## src/rtl/enter_parking_lot_pkg.sv

```systemverilog
// Shared constants, state encoding and helpers for the parking lot entry side.
// Imported by park_slot_finder and enter_parking_lot.
package enter_parking_lot_pkg;

    localparam int NUM_SLOTS = 8;
    localparam int SLOT_W    = 3;

    localparam logic [NUM_SLOTS-1:0] FULL_MASK = 8'hFF;

    typedef enum logic [1:0] {
        ST_IDLE    = 2'd0,
        ST_GATE    = 2'd1,
        ST_RELEASE = 2'd2
    } state_t;

    // Number of zero bits in an occupancy mask.
    function automatic logic [3:0] count_free(input logic [NUM_SLOTS-1:0] occ);
        logic [3:0] c;
        c = '0;
        for (int i = 0; i < NUM_SLOTS; i++) begin
            c = c + {3'b000, ~occ[i]};
        end
        return c;
    endfunction

endpackage

```

## src/rtl/enter_parking_lot_slot_finder.sv

```systemverilog
// Combinational priority encoder: lowest free slot in the occupancy mask.
// Ports: occupancy in; free_idx (lowest zero bit), any_free out.
module park_slot_finder
    import enter_parking_lot_pkg::*;
(
    input  logic [NUM_SLOTS-1:0] occupancy,
    output logic [SLOT_W-1:0]    free_idx,
    output logic                 any_free
);

    // Scan from the top down so the lowest free index is the last write.
    always_comb begin
        free_idx = '0;
        any_free = 1'b0;
        for (int i = NUM_SLOTS - 1; i >= 0; i--) begin
            if (!occupancy[i]) begin
                free_idx = SLOT_W'(i);
                any_free = 1'b1;
            end
        end
    end

endmodule

```

## src/rtl/enter_parking_lot.sv

```systemverilog
// Entry-side controller of the 8-slot parking lot: allocates slots, drives the gate, handles exits.
// Ports: clk, reset, entry_req, exit_valid, exit_number in; grant/deny/gate/status outputs.
module enter_parking_lot
    import enter_parking_lot_pkg::*;
#(
    parameter int GATE_CYCLES = 4
) (
    input  logic                 clk,
    input  logic                 reset,
    input  logic                 entry_req,
    input  logic                 exit_valid,
    input  logic [SLOT_W-1:0]    exit_number,
    output logic [SLOT_W-1:0]    park_number,
    output logic [NUM_SLOTS-1:0] park_location,
    output logic                 entry_grant,
    output logic                 entry_denied,
    output logic                 gate_open,
    output logic                 exit_error,
    output logic [NUM_SLOTS-1:0] occupancy,
    output logic [3:0]           free_count,
    output logic                 full,
    output logic                 empty
);

    localparam logic [3:0] GATE_LOAD = 4'(GATE_CYCLES - 1);

    state_t               state_q, state_d;
    logic [3:0]           cnt_q, cnt_d;
    logic [NUM_SLOTS-1:0] occ_q, occ_d;
    logic [SLOT_W-1:0]    park_q, park_d;
    logic                 grant_q, grant_d;
    logic                 deny_q, deny_d;
    logic                 gate_q, gate_d;
    logic                 xerr_q, xerr_d;

    logic [SLOT_W-1:0]    free_idx;
    logic                 any_free;

    park_slot_finder u_finder (
        .occupancy (occ_q),
        .free_idx  (free_idx),
        .any_free  (any_free)
    );

    // Status is decoded straight from the occupancy register.
    assign full          = (occ_q == FULL_MASK);
    assign empty         = (occ_q == '0);
    assign free_count    = count_free(occ_q);
    assign occupancy     = occ_q;
    assign park_number   = park_q;
    assign park_location = ~(NUM_SLOTS'(1) << park_q);
    assign entry_grant   = grant_q;
    assign entry_denied  = deny_q;
    assign gate_open     = gate_q;
    assign exit_error    = xerr_q;

    wire do_grant = (state_q == ST_IDLE) && entry_req && !full && any_free;
    wire do_deny  = (state_q == ST_IDLE) && entry_req && full;

    // State register.
    always_ff @(posedge clk or posedge reset) begin
        if (reset) begin
            state_q <= ST_IDLE;
        end else begin
            state_q <= state_d;
        end
    end

    // Next-state logic.
    always_comb begin
        state_d = state_q;
        unique case (state_q)
            ST_IDLE: begin
                if (do_grant)     state_d = ST_GATE;
                else if (do_deny) state_d = ST_RELEASE;
            end
            ST_GATE: begin
                if (cnt_q == '0)  state_d = ST_RELEASE;
            end
            ST_RELEASE: begin
                if (!entry_req)   state_d = ST_IDLE;
            end
            default: state_d = ST_IDLE;
        endcase
    end

    // Datapath / registered output logic.
    always_comb begin
        cnt_d   = cnt_q;
        occ_d   = occ_q;
        park_d  = park_q;
        gate_d  = gate_q;
        grant_d = 1'b0;
        deny_d  = 1'b0;
        xerr_d  = 1'b0;

        // Exits see the pre-edge occupancy; a slot being allocated this
        // cycle still reads as empty and flags an error.
        if (exit_valid) begin
            if (occ_q[exit_number]) occ_d[exit_number] = 1'b0;
            else                    xerr_d = 1'b1;
        end

        if (do_grant) begin
            occ_d[free_idx] = 1'b1;
            park_d  = free_idx;
            grant_d = 1'b1;
            gate_d  = 1'b1;
            cnt_d   = GATE_LOAD;
        end else if (do_deny) begin
            deny_d = 1'b1;
        end

        if (state_q == ST_GATE) begin
            if (cnt_q == '0) gate_d = 1'b0;
            else             cnt_d  = cnt_q - 4'd1;
        end
    end

    always_ff @(posedge clk or posedge reset) begin
        if (reset) begin
            cnt_q   <= '0;
            occ_q   <= '0;
            park_q  <= '0;
            grant_q <= 1'b0;
            deny_q  <= 1'b0;
            gate_q  <= 1'b0;
            xerr_q  <= 1'b0;
        end else begin
            cnt_q   <= cnt_d;
            occ_q   <= occ_d;
            park_q  <= park_d;
            grant_q <= grant_d;
            deny_q  <= deny_d;
            gate_q  <= gate_d;
            xerr_q  <= xerr_d;
        end
    end

endmodule

```

## config.mk

```make
export PLATFORM = sky130hd
export DESIGN_NAME = enter_parking_lot
export DESIGN_NICKNAME = d
export VERILOG_FILES = /design/src/rtl/enter_parking_lot_pkg.sv /design/src/rtl/enter_parking_lot_slot_finder.sv /design/src/rtl/enter_parking_lot.sv
export SDC_FILE = /design/constraint.sdc
export NUM_CORES = 1
export LEC_CHECK = 0
export CAP_MARGIN = 20
export CELL_PAD_IN_SITES_DETAIL_PLACEMENT = 1
export CELL_PAD_IN_SITES_GLOBAL_PLACEMENT = 2
export CORE_UTILIZATION = 26
export DETAILED_ROUTE_END_ITERATION = 6
export GPL_TIMING_DRIVEN = 1
export PLACE_DENSITY_LB_ADDON = 0.12
export SLEW_MARGIN = 30
export SYNTH_ARGS = -nofsm -noshare
export SYNTH_HDL_FRONTEND = slang
export SYNTH_HIERARCHICAL = 1
export SYNTH_SLANG_ARGS = --single-unit
export TNS_END_PERCENT = 100
```

## constraint.sdc

```tcl
create_clock -name clk -period 2.9 [get_ports clk]
set_input_delay 0.29 -clock clk [delete_from_list [all_inputs] [get_ports clk]]
set_output_delay 0.29 -clock clk [all_outputs]
set_load 0.03 [all_outputs]
```

After elaboration in Yosys (flattened, before gate mapping)
Cells that the tools add are included.
{ "totals": {"register_bits": 21, "input_bits": 7, "out_inout_bits": 29, "elab_cells": 91} }
{ "op_classes": {"shifts": 1, "reduce_logical": 11, "n_eq_ne": 6, "order_cmp": 4, "mux": 41, "n_bitwise": 12, "addsub": 8} }
{ "ops": {"columns": ["operator", "count"], "rows": [
  ["3-bit two-way mux", 8],
  ["8-bit two-way mux", 3],
  ["1-bit two-way mux", 19],
  ["4-bit by 1-bit adder with 4-bit output", 4],
  ["8-bit NOT", 2],
  ["4-bit two-way mux", 3],
  ["8-bit bitwise AND", 1],
  ["8-bit equality test, second input constant", 1],
  ["8-bit zero test", 1],
  ["3-bit by 4-bit less-than comparator with 1-bit output, second input constant", 2],
  ["2-bit two-way mux", 4],
  ["1-bit NOT", 8],
  ["8-bit bitwise OR", 1],
  ["1-bit by 3-bit << shifter with 8-bit output, first input constant", 1],
  ["1-bit demux with 3-bit select", 2],
  ["3-bit by 1-bit >= comparator with 1-bit output, second input constant", 2],
  ["1-bit logical AND", 6],
  ["2-bit one-hot mux with 3 select lines", 1],
  ["3-bit by 1-bit adder with 4-bit output", 1],
  ["4-bit zero test", 1],
  ["2-bit inequality test, second input constant", 2],
  ["4-bit by 1-bit subtractor with 4-bit output, second input constant", 1],
  ["2-bit by 1-bit adder with 3-bit output", 1],
  ["1-bit binary-select mux with 3-bit select", 1],
  ["other kinds (7)", 7]
]} }

Logic depth before layout (Yosys ltp)
{ "logic_depth": {"ltp_word": 14, "ltp_mapped": 8, "mapped_depth_nobuf": 8} }

Cells and area by module
The synthesis kept the hierarchy.
{ "modules_own_cells": {"columns": ["module", "area_per_inst_um2", "cells_per_inst", "n_inst", "seq_area_each_um2"], "rows": [
  ["enter_parking_lot", 1412.6, 154, 1, 525.5],
  ["park_slot_finder", 77.6, 14, 1, 0.0]
]} }

Least setup slack after synthesis
Ideal clock, no wire load.
{ "synth_path": {"kind": "flip-flop to output port", "startpoint": "reg occ_q[0] (netlist: occupancy[0])", "endpoint": "out free_count[2]", "path_slack_ns": -0.772, "arrival_time_ns": 3.382, "path_buffers": 0, "stages_incl_launch_ff": 9, "t_required_ns": 2.610, "path_cell_list": "dfrtp_1 inv_1 fa_1 fa_1 fa_1 ha_1 inv_1 fa_1 xnor2_1"} }
{ "synth_between": {"elab_chain_len": 8} }
{ "synth_rtl": {"columns": ["element", "line", "source"], "rows": [
  ["start: declaration", "enter_parking_lot.sv:29", "logic [NUM_SLOTS-1:0] occ_q, occ_d;"],
  ["start signal: assignment", "enter_parking_lot.sv:123", "occ_q <= '0;"],
  ["start signal: assignment", "enter_parking_lot.sv:131", "occ_q <= occ_d;"],
  ["1-bit NOT", "enter_parking_lot_pkg.sv:21", "c = c + {3'b000, ~occ[i]};"],
  ["1-bit by 1-bit adder with 2-bit output", "enter_parking_lot_pkg.sv:21", null],
  ["2-bit by 1-bit adder with 3-bit output", "enter_parking_lot_pkg.sv:21", null],
  ["3-bit by 1-bit adder with 4-bit output", "enter_parking_lot_pkg.sv:21", null],
  ["4-bit by 1-bit adder with 4-bit output (4 in a row)", "enter_parking_lot_pkg.sv:21", null],
  ["end: declaration", "enter_parking_lot.sv:20", "output logic [3:0] free_count,"]
]} }
No other way between the ends.

Final worst setup path
{ "layout_path": {"startpoint": "reg occ_q[3] (netlist: occupancy[3])", "endpoint": "out free_count[2]"} }
{ "layout_between": {"elab_chain_len": 6} }
{ "layout_rtl": {"columns": ["element", "line"], "rows": [
  ["1-bit NOT", "enter_parking_lot_pkg.sv:21"],
  ["3-bit by 1-bit adder with 4-bit output", "enter_parking_lot_pkg.sv:21"],
  ["4-bit by 1-bit adder with 4-bit output (4 in a row)", "enter_parking_lot_pkg.sv:21"]
]} }
No other way between the ends.

==> flow_summary.ini <==
[clock_tree]
cts_buffer_depth = 2
clkTransAtPathRegs_ns = 0.09
cts.htree.levels = 1
clock_sinks = 21
cts_root_buf = clkbuf_8
clock_latency_ns = 0.27
holdBufCountCts = 0
cts_tree = built
cts_made_buffers = 3

[final_layout]
layout_commonest_cell = clkdlybuf4s50_1
final_cell_mix = clkdlybuf4s50_1, dfrtp_1, inv_1, nor2_1
drive_gt1_frac = 0.204
finish.utilization = 0.383
final_cells = 288
num-fill-cells = 661
ff_latch_area_sq_um = 529
multi_input_area_sq_um = 908
nets = 234
final_area_sq_mm = 0.00211
synthToLayoutAreaGrowth_pct = 41.6
antenna_cells = 0

[timing]
layout_min_cycle_time_ns = 3.38
min_period_over_period = 1.17
finClkSkew_ns = 0.00619
worst_slew_margin_rel = 0.431
rsz0062_at_grt = yes
fmax_mhz = 295
hold_slack_ns = 0.498
setup-violations-final = 3
setup_slack_ns = -0.484
worst_pin_slew_ns = 0.853
maxSlewViolCount = 0
finalHoldViolCount = 0

[critical_path]
path_max_fanout = 2
worstSetupStartpointType = register
critPathRequiredTime_ns = 2.61
cp-end-kind = output port
critical_path_class = reg2out
crit_arrival_ns = 3.09

[grt]
antenna_found_initial = 0
met3_usage = 0.0212
grt_max_degree = 22
top_usage_layer = met2
grt_pass1_wl_um = 7200
grt_pass1_vias = 1442
use_met1 = 0.206
grt_usage = 0.151
grt_use_met2 = 0.253
gr-total-overflow = 0

[logic_synthesis]
syn_area_sq_mm = 0.00149
ys_async_sr_fraction = 1.00
synth.distinct_cells = 36
synth_seq_cells = 21
synthFlopType = dfrtp_1
avgSynthCellArea_sq_um = 8.87
synth_edf_count = 0
ys_warn_count = 6
syn_inst = 168
synthesis.nets = 185
synth-seq-area-share = 0.353

[placed_design]
place.gp.congestion = 0.811
dpl.hpwl_um = 3430
io_buffer_count = 35
placed_cell_area_sq_mm = 0.00202
dp_cells = 282

[drt]
drc = 0
routed_wirelength_um = 4480
ant_nets = 0
vias = 1475
wire_per_inst_um = 15.6
vias_per_cell = 5.12
drtPass1Iterations = 4
drtIter0Drc = 27

[floorplanning]
initial_core_util = 0.271
io_pins = 36
die_area_sq_mm = 0.00604
rows = 27
fp.dieH_um = 77.7
die-width_um = 77.7
core_area_sq_mm = 0.00551

[outcome]
status = complete, but fails checks
violations = setup timing

[flow_run]
max-cap-violations = 0

[worst_hold_path]
hold_class = in2async
==> Yosys cell counts, types with 4 or more instances <==
library cell,instances,area [sq um]
a21oi_1,4,20.0
a31oi_1,12,75.1
a41oi_1,6,52.6
clkbuf_1,4,15.0
dfrtp_1,21,526
fa_1,4,80.1
ha_1,6,75.1
inv_1,21,78.8
mux2i_1,5,50.1
nand2_1,11,41.3
nand2b_1,6,37.5
nand3_1,4,20.0
nand3b_1,4,30.0
nand4_1,7,43.8
nor2_1,14,52.6
nor3_1,5,25.0
or3_1,4,25.0
==> worst paths after layout <==
kind	startpoint	to	slack, ns	cells after the start
setup / recovery	occupancy[3]$_DFF_PP0_	free_count[2]	-0.48	9
hold / removal	reset	park_number[1]$_DFFE_PP0P_	0.50	2
setup reg to reg	occupancy[7]$_DFF_PP0_	occupancy[6]$_DFF_PP0_	0.76	7
hold reg to reg	gate_open$_DFF_PP0_	gate_open$_DFF_PP0_	0.51	1
max in group asynchronous	reset	occupancy[0]$_DFF_PP0_	1.82	2
min in group clk	gate_open$_DFF_PP0_	gate_open$_DFF_PP0_	0.51	1
==> sequential cells by signal (all words and copies together) (netlist names) <==
name	flops
entry_grant	1
state_q	2
occupancy	8
entry_denied	1
gate_open	1
park_number	3
exit_error	1
cnt_q	4
==> area by class of cell <==
type	instances	area share
sequential	21	0.251
tap	72	0.0427
clock buffer	3	0.0196
clock inverter	1	0.00237
inverter	21	0.0374
multi-input combinational	122	0.431
timing repair buffer	48	0.216
==> what timing repair did <==
item / CTS / global route
resized for setup: 5 / 2
pin swaps: 2 / 1
setup buffers: 1 / 1
setup endpoints to repair: 4 / 4
==> critical path: stages, from the launching register on <==
cell and delay (ns):
dfrtp_2 0.37, inv_2 0.04, fa_1 0.55, fa_1 0.44, fa_1 0.50, ha_2 0.19, inv_2 0.04, fa_2 0.37
xnor2_4 0.17, buf_6 0.15
==> layer usage <==
layer | share of wire | wire length, um
met5 | 0 | 0
met4 | 0.0067 | 30
met3 | 0.037 | 167
met2 | 0.48 | 2150
met1 | 0.48 | 2130
==> per-stage QoR <==
step                setup slack [ns]  setup TNS [ns]
floorplan                     -0.294          -0.510
global placement              -0.158          -0.309
detailed placement            -0.270          -0.515
CTS                           -0.515           -1.22
global route                  -0.574           -1.56
finish                        -0.484           -1.21
==> logic make-up (layout without fill, tap and decap cells) <==
family                   after synthesis  in the layout  synth area share
flip-flops                            21             21             0.353
AO/OA/AOI/OAI                         32             32             0.155
multiplexers                           8              8            0.0563
buffers and inverters                 25             73            0.0630
adder cells (fa/ha/maj)               10             10             0.104
AND/OR/NAND/NOR                       71             71             0.263
XOR/XNOR                               1              1           0.00588
Power is not shown: default switching activity piles up to over one toggle a cycle in this logic, so the estimate is an artifact.
